--- src/rtl/ibex_register_file_sram_prefetch_if.sv ---
// ---------------------------------------------------------------------------
// ibex_register_file_sram_prefetch_if
//   Bundles the prefetch, ID read and WB write signals of the SRAM-backed
//   register file.
//   master : IF/ID/WB side. It drives the prefetched instruction, the read
//            requests and addresses, and the write port. It receives the
//            operand data, the stall flag and the stall counter.
//   slave  : register file side, with the opposite directions.
// ---------------------------------------------------------------------------
interface ibex_register_file_sram_prefetch_if #(
    parameter int unsigned DataWidth = 32,
    parameter int unsigned StallCntW = 16
);
    logic [31:0]           pref_instr;
    logic                  instr_new;
    logic                  rd_req_a;
    logic [4:0]            raddr_a;
    logic [DataWidth-1:0]  rdata_a;
    logic                  rd_req_b;
    logic [4:0]            raddr_b;
    logic [DataWidth-1:0]  rdata_b;
    logic                  we;
    logic [4:0]            waddr;
    logic [DataWidth-1:0]  wdata;
    logic                  reg_stall;
    logic [StallCntW-1:0]  stall_cnt;

    modport master (
        output pref_instr, instr_new, rd_req_a, raddr_a, rd_req_b, raddr_b,
               we, waddr, wdata,
        input  rdata_a, rdata_b, reg_stall, stall_cnt
    );

    modport slave (
        input  pref_instr, instr_new, rd_req_a, raddr_a, rd_req_b, raddr_b,
               we, waddr, wdata,
        output rdata_a, rdata_b, reg_stall, stall_cnt
    );
endinterface

--- src/rtl/ibex_register_file_sram_prefetch.sv ---
// ---------------------------------------------------------------------------
// ibex_register_file_sram_prefetch
//   Integer register file for the ID stage. It is built on a 2-port SRAM with
//   a synchronous 1-cycle read. The read addresses come from the prefetched
//   instruction one cycle before that instruction reaches ID. A small write
//   buffer forwards recent writes. When the operand that was fetched early is
//   not the one ID asks for, reg_stall is raised and the correct address is
//   re-read.
// Ports
//   clk_i  : clock, all flops on the rising edge
//   rst_i  : asynchronous reset, active-high
//   rf     : slave side of ibex_register_file_sram_prefetch_if
//            (prefetch, two read ports, write port, stall flag, stall counter)
// ---------------------------------------------------------------------------
module ibex_register_file_sram_prefetch #(
    parameter bit          RV32E       = 1'b0,
    parameter int unsigned DataWidth   = 32,
    parameter int unsigned BypassDepth = 2,
    parameter int unsigned StallCntW   = 16
) (
    input  logic                                clk_i,
    input  logic                                rst_i,
    ibex_register_file_sram_prefetch_if.slave   rf
);

    localparam int unsigned AddrW    = RV32E ? 4 : 5;
    localparam int unsigned NumWords = 2 ** AddrW;
    localparam int unsigned PtrW     = (BypassDepth > 1) ? $clog2(BypassDepth) : 1;
    localparam int          Depth    = int'(BypassDepth);

    typedef enum logic [0:0] {
        ST_RUN     = 1'b0,
        ST_REFETCH = 1'b1
    } state_e;

    // On RV32E bit 4 of the address has no storage behind it.
    function automatic logic [4:0] norm_addr(input logic [4:0] a);
        if (RV32E) begin
            norm_addr = {1'b0, a[3:0]};
        end else begin
            norm_addr = a;
        end
    endfunction

    // x0 always reads zero. On RV32E, so does any address with bit 4 set.
    function automatic logic reads_zero(input logic [4:0] a);
        reads_zero = (a == 5'd0) || (RV32E && a[4]);
    endfunction

    state_e                 state_r;
    logic [4:0]             iss_a_s, iss_b_s;
    logic [4:0]             addr_a_r, addr_b_r;
    logic                   vld_a_r, vld_b_r;
    logic [DataWidth-1:0]   mem_r [NumWords];
    logic [DataWidth-1:0]   sram_a_r, sram_b_r;
    logic [4:0]             waddr_n_s;
    logic                   wr_en_s;
    logic [BypassDepth-1:0] byp_vld_r;
    logic [4:0]             byp_addr_r [BypassDepth];
    logic [DataWidth-1:0]   byp_data_r [BypassDepth];
    logic [PtrW-1:0]        wptr_r;
    logic                   byp_hit_a_s, byp_hit_b_s;
    logic [DataWidth-1:0]   byp_data_a_s, byp_data_b_s;
    logic [DataWidth-1:0]   rdata_a_s, rdata_b_s;
    logic                   miss_a_s, miss_b_s;
    logic                   stall_s;
    logic [StallCntW-1:0]   stall_cnt_r;
    logic                   unused_s;

    // Only the rs1/rs2 fields of the prefetched instruction matter here.
    assign unused_s = ^{rf.pref_instr[31:25], rf.pref_instr[14:0]};

    assign waddr_n_s = norm_addr(rf.waddr);
    assign wr_en_s   = rf.we && (waddr_n_s != 5'd0);

    // Choose the addresses to send to the SRAM this cycle.
    // In RUN, a new instruction uses its rs fields. In REFETCH, ID's own
    // addresses are used. A write always takes port B.
    always_comb begin
        iss_a_s = rf.raddr_a;
        iss_b_s = rf.raddr_b;
        if ((state_r == ST_RUN) && rf.instr_new) begin
            iss_a_s = rf.pref_instr[19:15];
            if (rf.we) begin
                iss_b_s = rf.waddr;
            end else begin
                iss_b_s = rf.pref_instr[24:20];
            end
        end else begin
            iss_a_s = rf.raddr_a;
            if (rf.we) begin
                iss_b_s = rf.waddr;
            end else begin
                iss_b_s = rf.raddr_b;
            end
        end
    end

    // SRAM array write. Port B is used, and the contents are never reset.
    always_ff @(posedge clk_i) begin
        if (wr_en_s) begin
            mem_r[waddr_n_s[AddrW-1:0]] <= rf.wdata;
        end
    end

    // Synchronous SRAM reads. Port B keeps its old data during a write cycle.
    always_ff @(posedge clk_i or posedge rst_i) begin
        if (rst_i) begin
            sram_a_r <= '0;
            sram_b_r <= '0;
        end else begin
            sram_a_r <= mem_r[iss_a_s[AddrW-1:0]];
            if (!rf.we) begin
                sram_b_r <= mem_r[iss_b_s[AddrW-1:0]];
            end
        end
    end

    // Record which address each SRAM port holds data for. A write on port B
    // leaves that port with nothing usable.
    always_ff @(posedge clk_i or posedge rst_i) begin
        if (rst_i) begin
            addr_a_r <= 5'd0;
            addr_b_r <= 5'd0;
            vld_a_r  <= 1'b0;
            vld_b_r  <= 1'b0;
        end else begin
            addr_a_r <= iss_a_s;
            addr_b_r <= iss_b_s;
            vld_a_r  <= 1'b1;
            vld_b_r  <= !rf.we;
        end
    end

    // Circular write-forward buffer. It covers data that the SRAM cannot
    // return yet.
    always_ff @(posedge clk_i or posedge rst_i) begin
        if (rst_i) begin
            byp_vld_r <= '0;
            wptr_r    <= '0;
            for (int i = 0; i < Depth; i++) begin
                byp_addr_r[i] <= 5'd0;
                byp_data_r[i] <= '0;
            end
        end else if (wr_en_s) begin
            byp_vld_r[wptr_r]  <= 1'b1;
            byp_addr_r[wptr_r] <= waddr_n_s;
            byp_data_r[wptr_r] <= rf.wdata;
            wptr_r <= (wptr_r == PtrW'(BypassDepth - 1)) ? '0 : wptr_r + 1'b1;
        end
    end

    // Buffer lookup. Entries at or above wptr come from the previous lap and
    // are older. They are scanned first, so later (newer) matches overwrite
    // them.
    always_comb begin
        logic sel_v;
        logic hit_a_v;
        logic hit_b_v;
        sel_v        = 1'b0;
        hit_a_v      = 1'b0;
        hit_b_v      = 1'b0;
        byp_hit_a_s  = 1'b0;
        byp_hit_b_s  = 1'b0;
        byp_data_a_s = '0;
        byp_data_b_s = '0;
        for (int p = 0; p < 2; p++) begin
            for (int i = 0; i < Depth; i++) begin
                sel_v   = (p == 0) ? (PtrW'(i) >= wptr_r) : (PtrW'(i) < wptr_r);
                hit_a_v = sel_v && byp_vld_r[i] && (byp_addr_r[i] == rf.raddr_a);
                hit_b_v = sel_v && byp_vld_r[i] && (byp_addr_r[i] == rf.raddr_b);
                byp_hit_a_s  = byp_hit_a_s | hit_a_v;
                byp_hit_b_s  = byp_hit_b_s | hit_b_v;
                byp_data_a_s = hit_a_v ? byp_data_r[i] : byp_data_a_s;
                byp_data_b_s = hit_b_v ? byp_data_r[i] : byp_data_b_s;
            end
        end
    end

    // Operand A select: zero register, then buffer, then the prefetched SRAM
    // word.
    always_comb begin
        rdata_a_s = sram_a_r;
        miss_a_s  = 1'b0;
        if (reads_zero(rf.raddr_a)) begin
            rdata_a_s = '0;
        end else if (byp_hit_a_s) begin
            rdata_a_s = byp_data_a_s;
        end else if (vld_a_r && (rf.raddr_a == addr_a_r)) begin
            rdata_a_s = sram_a_r;
        end else begin
            miss_a_s  = 1'b1;
        end
    end

    // Operand B select, with the same priority as operand A.
    always_comb begin
        rdata_b_s = sram_b_r;
        miss_b_s  = 1'b0;
        if (reads_zero(rf.raddr_b)) begin
            rdata_b_s = '0;
        end else if (byp_hit_b_s) begin
            rdata_b_s = byp_data_b_s;
        end else if (vld_b_r && (rf.raddr_b == addr_b_r)) begin
            rdata_b_s = sram_b_r;
        end else begin
            miss_b_s  = 1'b1;
        end
    end

    // reset forces the stall low at once, even in the middle of a REFETCH.
    assign stall_s = !rst_i && ((rf.rd_req_a && miss_a_s) || (rf.rd_req_b && miss_b_s));

    // Refetch FSM and saturating stall counter. Any stall (re-)enters REFETCH.
    always_ff @(posedge clk_i or posedge rst_i) begin
        if (rst_i) begin
            state_r     <= ST_RUN;
            stall_cnt_r <= '0;
        end else begin
            state_r <= stall_s ? ST_REFETCH : ST_RUN;
            if (stall_s && (stall_cnt_r != {StallCntW{1'b1}})) begin
                stall_cnt_r <= stall_cnt_r + 1'b1;
            end
        end
    end

    assign rf.rdata_a   = rdata_a_s;
    assign rf.rdata_b   = rdata_b_s;
    assign rf.reg_stall = stall_s;
    assign rf.stall_cnt = stall_cnt_r;

endmodule

--- src/flat_wrapper.sv ---
// flat-port wrapper written by rule: the top's interface ports become plain ports
module ibex_register_file_sram_prefetch_flat 
#(
    parameter bit          RV32E       = 1'b0,
    parameter int unsigned DataWidth   = 32,
    parameter int unsigned BypassDepth = 2,
    parameter int unsigned StallCntW   = 16
)
  (clk_i, rst_i, rf_pref_instr, rf_instr_new, rf_rd_req_a, rf_raddr_a, rf_rd_req_b, rf_raddr_b, rf_we, rf_waddr, rf_wdata, rf_rdata_a, rf_rdata_b, rf_reg_stall, rf_stall_cnt);
  ibex_register_file_sram_prefetch_if #(.DataWidth(DataWidth), .StallCntW(StallCntW)) rf_i ();
  input  logic clk_i;
  input  logic rst_i;
  input wire logic [$bits(rf_i.pref_instr)-1:0] rf_pref_instr;
  input wire logic [$bits(rf_i.instr_new)-1:0] rf_instr_new;
  input wire logic [$bits(rf_i.rd_req_a)-1:0] rf_rd_req_a;
  input wire logic [$bits(rf_i.raddr_a)-1:0] rf_raddr_a;
  input wire logic [$bits(rf_i.rd_req_b)-1:0] rf_rd_req_b;
  input wire logic [$bits(rf_i.raddr_b)-1:0] rf_raddr_b;
  input wire logic [$bits(rf_i.we)-1:0] rf_we;
  input wire logic [$bits(rf_i.waddr)-1:0] rf_waddr;
  input wire logic [$bits(rf_i.wdata)-1:0] rf_wdata;
  output wire logic [$bits(rf_i.rdata_a)-1:0] rf_rdata_a;
  output wire logic [$bits(rf_i.rdata_b)-1:0] rf_rdata_b;
  output wire logic [$bits(rf_i.reg_stall)-1:0] rf_reg_stall;
  output wire logic [$bits(rf_i.stall_cnt)-1:0] rf_stall_cnt;
  assign rf_i.pref_instr = rf_pref_instr;
  assign rf_i.instr_new = rf_instr_new;
  assign rf_i.rd_req_a = rf_rd_req_a;
  assign rf_i.raddr_a = rf_raddr_a;
  assign rf_i.rd_req_b = rf_rd_req_b;
  assign rf_i.raddr_b = rf_raddr_b;
  assign rf_i.we = rf_we;
  assign rf_i.waddr = rf_waddr;
  assign rf_i.wdata = rf_wdata;
  assign rf_rdata_a = rf_i.rdata_a;
  assign rf_rdata_b = rf_i.rdata_b;
  assign rf_reg_stall = rf_i.reg_stall;
  assign rf_stall_cnt = rf_i.stall_cnt;
  ibex_register_file_sram_prefetch #(.RV32E(RV32E), .DataWidth(DataWidth), .BypassDepth(BypassDepth), .StallCntW(StallCntW)) u_core (.clk_i(clk_i), .rst_i(rst_i), .rf(rf_i));
endmodule
--- config.mk ---
export PLATFORM = sky130hd
export DESIGN_NAME = ibex_register_file_sram_prefetch_flat
export DESIGN_NICKNAME = d
export VERILOG_FILES = /design/src/rtl/ibex_register_file_sram_prefetch_if.sv /design/src/rtl/ibex_register_file_sram_prefetch.sv /design/src/flat_wrapper.sv
export SDC_FILE = /design/constraint.sdc
export NUM_CORES = 2
export LEC_CHECK = 0
export BUFFER_PORTS_ARGS = -buffer_cell sky130_fd_sc_hd__buf_2
export CORE_MARGIN = 2
export CORE_UTILIZATION = 60
export CTS_CLUSTER_DIAMETER = 100
export DETAILED_ROUTE_END_ITERATION = 10
export HOLD_SLACK_MARGIN = 0.06
export PLACE_DENSITY_LB_ADDON = 0.15
export SYNTH_ARGS = -nofsm -noshare
export SYNTH_HDL_FRONTEND = slang
export SYNTH_SLANG_ARGS = --single-unit
export TNS_END_PERCENT = 50
--- constraint.sdc ---
create_clock -name clk_i -period 6.8 [get_ports clk_i]
set_input_delay 0.34 -clock clk_i [delete_from_list [all_inputs] [get_ports clk_i]]
set_output_delay 0.34 -clock clk_i [all_outputs]
set_load 0.05 [all_outputs]
Word level (Yosys, flattened, before mapping) --
Memories as Yosys holds them, arrays and structs flattened. A register that Yosys moved wholly into a read port is not among the register bits. Index checks and enable logic that the tools add are counted. Widths: inputs -> output; s select.
Cells by class: add/subtract/negate cells 2, equal/unequal tests 7, reduce and logical (&&, ||, !) cells 29, order comparisons 8, muxes and demuxes 34, bitwise operators 9
Operators with widths (number):
- $mux 32 | 13
- $bwmux 64 | 1
- $demux 32 s1 | 1
- $eq 5x5->1 | 6
- $mux 5 | 5
- $logic_and 1x1->1 | 22
- $add 16x1->16 const B | 1
- $ne 16x16->1 const B | 1
- $mux 1 | 11
- $bwmux 10 | 1
- $logic_not 5->1 | 2
- $or 1x1->1 | 6
- $demux 5 s1 | 1
- $reduce_bool 5->1 | 1
- $logic_not 1->1 | 3
- $ge 1x1->1 const A | 2
- $ge 2x2->1 const B | 1
- $lt 1x1->1 const A | 2
- $lt 1x2->1 const B | 1
- $lt 2x1->1 const B | 1
- $not 1->2 | 1
- $or 2x2->2 | 1
- $add 1x1->1 const B | 1
- $demux 1 s1 | 1
- 3 further kinds | 3
Word-level totals: bits in writable memories 1024, memories kept 1, logic and storage cells 102, input bits 85, flip-flop bits (word level) 106, output and inout port bits 81
Memories:
- u_core.mem_r | words 32, bits a word 32, rd ports 2, clocked after Yosys merged registers in 2, write ports 1, RTL line ibex_register_file_sram_prefetch.sv:54 | logic [DataWidth-1:0] mem_r [NumWords];

Longest topological paths before layout --
depth after elaboration 12, depth in mapped cells 12, mapped depth without buffers 8

Least setup slack after synthesis --
Ideal clock, no wire load.
path kind in2out, start in rf_raddr_a[3], end out rf_rdata_a[10], buffers on the path 2, stages on the path 8, data arrival time 2953 ps, required time 6460 ps, slack 3507 ps, cell sequence clkbuf_1 xor2_1 nor3_1 nand4_1 nand2_1 buf_1 mux2i_1 a211oi_1
Between the ends: word-level cells in the longest chain between the ends 8, elaborated cells on any way between the ends 16, classes of those cells 2 x eq/ne; 6 x mux; 3 x bitwise; 5 x reduce/logical
Ends and longest elaborated chain:
- start: declaration | RTL line flat_wrapper.sv:16 | input wire logic [$bits(rf_i.raddr_a)-1:0] rf_raddr_a;
- $eq 5x5->1 | RTL line ibex_register_file_sram_prefetch.sv:170 | hit_a_v = sel_v && byp_vld_r[i] && (byp_addr_r[i] == rf.raddr_a);
- $logic_and 1x1->1 | RTL line ibex_register_file_sram_prefetch.sv:170
- $mux 32 (4 in a row) | RTL line ibex_register_file_sram_prefetch.sv:174 | byp_data_a_s = hit_a_v ? byp_data_r[i] : byp_data_a_s;
- $mux 32 | RTL line ibex_register_file_sram_prefetch.sv:187 | end else if (byp_hit_a_s) begin
- $mux 32 (*) | RTL line ibex_register_file_sram_prefetch.sv:185 | if (reads_zero(rf.raddr_a)) begin
- end: declaration | RTL line flat_wrapper.sv:22 | output wire logic [$bits(rf_i.rdata_a)-1:0] rf_rdata_a;
Every way passes the cells marked *; elsewhere a longest branch is shown, timed or not.

Final worst setup path --
start reg u_core.state_r, end reg u_core.sram_b_r[28], read port of u_core.mem_r
Between the ends: word-level cells in the longest chain between the ends 3
Ends and longest elaborated chain:
- start: declaration | RTL line ibex_register_file_sram_prefetch.sv:50 | state_e state_r;
- start signal: assignment | RTL line ibex_register_file_sram_prefetch.sv:220 | state_r <= stall_s ? ST_REFETCH : ST_RUN;
- $not 1->1 | RTL line ibex_register_file_sram_prefetch.sv:82 | if ((state_r == ST_RUN) && rf.instr_new) begin
- $logic_and 1x1->1 | RTL line ibex_register_file_sram_prefetch.sv:82
- $mux 5 | RTL line ibex_register_file_sram_prefetch.sv:82
- net u_core.iss_b_s[3] | RTL line ibex_register_file_sram_prefetch.sv:51 | logic [4:0] iss_a_s, iss_b_s;
- end: declaration | RTL line ibex_register_file_sram_prefetch.sv:55 | logic [DataWidth-1:0] sram_a_r, sram_b_r;
The timed path passes the listed nets, and every way through them passes these cells. A chain may end at the register's enable or synchronous reset.

==> out/results.ini <==
[route]
routedWlPerCell_um=31.9
routed_via_density=7.07
drcViolationCount=0
drt_wl_total_um=194000
dr.pass1.iters=6
ant_nets=0
drt_iter0_markers=7500
vias=42941

[sta]
fmax_mhz=214
finalSetupTns_ns=0
finalCritPeriodShare_pct=68.9
slew_headroom_pct=4.05
rsz0062_at_grt=no
min_period_ns=4.68
finalHoldViolCount=0
tightest_slew_ns=1.44
finalSetupViolCount=0
drv_slew=0
fin_hold_ws_ns=0.129
clock_skew_ns=0.0324

[clock_tree]
cts-buffers-inserted=120
clock_latency_ns=0.73
clk_path_buf_depth=3
clkSinkCount=1194
cts_tree=done
cts_setup_buffers=0
cts-root-buf=clkbuf_16
clkTransAtPathRegs_ns=0.06
htreeDepth=3

[power_and_ir_drop]
combinationalPowerShare_pct=23.1
internal_power_w=0.0136
ir_worst_vdd_uv=349
powerDensity_mw_per_mm2=315
power_frac_seq_pct=43.6
p_clk_share_pct=33.2
p_switching_w=0.00636
netSwitchingFraction_pct=31.8
p_leak_nw=23.8

[final_layout]
syn_to_final_growth_pct=11.3
drive_gt1_share_pct=13.8
stdcell_count=6070
layout.nets=4780
fin_area_sq_mm=0.0634

[placed_design]
place_hpwl_um=106000
io_buffer_count=143
place_inst=5821
postPlaceCellArea_sq_mm=0.0594
place_congestion=0.882

[setup_path]
cpMaxStageDelayCell=nand2_4
cp.arrival_ns=5.23
max_stage_delay_ns=0.64
worstPathCellList=nand2b_1, a211o_1, nand2_4, inv_1, nand3_2, buf_4, a21oi_1, o41ai_1, o311ai_1
crit_type=reg -> reg
startpoint_type=flop
cp_max_fo=41
worst_setup_path_end_kind=flop
crit_required_ns=7.35

[synthesis]
ys_warn_count=0
syn_inst=4644
synthSimpleGateAreaFrac_pct=13.0
syn-cell-area_sq_mm=0.0569
syn-mean-instance-area_sq_um=12.3
synth_xor_area_share_pct=0.677
synth_top_family_by_area=multiplexers
ys_seq_elements=1194
yosys.area_share.adder_pct=0.0220
synth-compound-area-share_pct=7.89
synthFlopType=edfxtp_1
synth_edf_count=1024
yosys.cell_types.count=57
synth_seq_area_share_pct=61.5
ys_async_sr_fraction_pct=14.2
synthMuxAreaShare_pct=14.1

[grt]
grt_pass1_wl_um=274000
track_usage_pct=39.0
grt_antenna_before_repair=23
grt_max_degree=165
grt_pass1_vias=40552
grt_overflow=0

[die]
fp.dieArea_sq_mm=0.0974
start_util_pct=60.7
num_rows=112
ios=166
die_x_um=312
core-area_sq_mm=0.0937
dieHeight_um=312

[flow_run]
max-cap-violations=0

[outcome]
outcome=finished clean

[hold_path]
hp-class=in -> reg

cells by family after synthesis:
group / Yosys count
simple gates: 1748
flops: 1194
mux: 713
compound gates: 563
buf+inv: 379
xor+xnor: 44
other cells: 2
fa+ha+maj: 1
placed cells by master, fill, tap and decap left out, types with 12 or more instances in the layout:
cell,synthesis,final
nand2_1,1226,1223
edfxtp_1,1024,1024
mux2i_1,566,561
a311oi_1,180,180
dfrtp_1,170,170
nand3_1,168,162
and3_1,161,161
buf_2,59,143
clkbuf_16,0,124
buf_4,23,100
mux2_2,83,83
nor2_1,107,72
a21oi_1,67,67
a211oi_1,67,65
mux4_2,64,64
o311ai_0,61,60
nand4_1,39,39
nor2_4,0,35
conb_1,2,33
o22a_1,31,31
o221ai_1,31,31
o22ai_1,31,31
clkinv_2,0,31
clkbuf_1,231,31
o311ai_1,30,30
xor2_1,25,25
o41ai_1,25,25
xnor2_1,19,19
diode_2,0,15
clkbuf_8,0,15
buf_12,0,15
a32oi_1,12,12
power by group through the flow:
| stage | registers [W] | logic, W | clock network (W) |
|---|---|---|---|
| floorplan | 0.00882 | 0.00300 | 0 |
| global placement | 0.00883 | 0.00445 | 0 |
| detailed placement | 0.00886 | 0.00451 | 0 |
| CTS | 0.00871 | 0.00453 | 0.00663 |
| global route | 0.00876 | 0.00479 | 0.00691 |
| finish | 0.00872 | 0.00462 | 0.00664 |
repair_timing:
| item | in CTS | in global routing |
|---|---|---|
| resized for setup | 0 | 0 |
| hold endpoints to repair | 79 | 0 |
| hold buffers | 5 | 0 |
registers in the layout (all words and copies together) (netlist names):
signal               flops
u_core.addr_a_r          5
u_core.addr_b_r          5
u_core.byp_addr_r       10
u_core.byp_data_r       64
u_core.byp_vld_r         2
u_core.mem_r          1024
u_core.rf.stall_cnt     16
u_core.sram_a_r         32
u_core.sram_b_r         32
u_core.state_r           1
u_core.vld_a_r           1
u_core.vld_b_r           1
u_core.wptr_r            1
metal layers:
layer  vias to the layer above  share of wire, %  track usage (%)  wire length [um]
met1                     21068                36             53.3             69300
met3                       690                15             10.7             28700
li1                      17604                 -                -                 -
met4                         8               5.7             20.8             11100
met2                      3571                44             57.5             84600
met5                         -             0.026                0                51
worst max-delay path: cells and delay by family, from the launching register on:
family	cells	cell delay, ns
and+or+nand+nor	3	1.63
AOI/OAI and AO/OA	4	1.46
buffers and inverters	2	0.93
DFF	1	0.41
synth_stat cells (39+ instances only):
master,number,area share (%)
a211oi_1,67,0.88
a21oi_1,67,0.59
a311oi_1,180,2.8
and3_1,161,1.8
buf_1,53,0.35
buf_2,59,0.52
clkbuf_1,231,1.5
dfrtp_1,170,7.5
edfxtp_1,1024,54
mux2_2,83,1.6
mux2i_1,566,9.9
mux4_2,64,2.5
nand2_1,1226,8.1
nand3_1,168,1.5
nand4_1,39,0.43
nor2_1,107,0.71
o311ai_0,61,0.94
metrics by stage:
step | util [%] | setup slack, ns | power (W)
after floorplan | - | 1.86 | 0.0118
after CTS | 67.6 | 2.25 | 0.0199
after detailed placement | 63.3 | 1.74 | 0.0134
after global routing | 67.6 | 2.10 | 0.0205
final | 67.6 | 2.12 | 0.0200
after global placement | 63.3 | 1.81 | 0.0133
final cells by class:
| class | count | area (sq um) |
|---|---|---|
| sequential | 1194 | 35000 |
| fill | 6711 | 30400 |
| multi-input combinational | 3102 | 20900 |
| clock buffer | 170 | 3430 |
| timing repair buffer | 263 | 1820 |
| tap | 1254 | 1570 |
| clock inverter | 59 | 518 |
| inverter | 13 | 78.8 |
| antenna | 15 | 37.5 |
path summary, 6_finish.rpt:
path	startpoint	to	slack, ns	cells after the start
setup / recovery	u_core.state_r$_DFF_PP0_	u_core.sram_b_r[28]$_DFFE_PP0N_	2.12	9
hold / removal	rf_waddr[3]	u_core.byp_addr_r[3]$_DFFE_PP0P_	0.13	2
setup reg to reg	u_core.state_r$_DFF_PP0_	u_core.sram_b_r[28]$_DFFE_PP0N_	2.12	9
hold reg to reg	u_core.rf.stall_cnt[11]$_DFFE_PP0P_	u_core.rf.stall_cnt[11]$_DFFE_PP0P_	0.49	1
max in group asynchronous	rst_i	u_core.sram_a_r[14]$_DFF_PP0_	5.04	4
min in group asynchronous	rst_i	u_core.state_r$_DFF_PP0_	0.28	3
(Power assumes the default switching activity.)
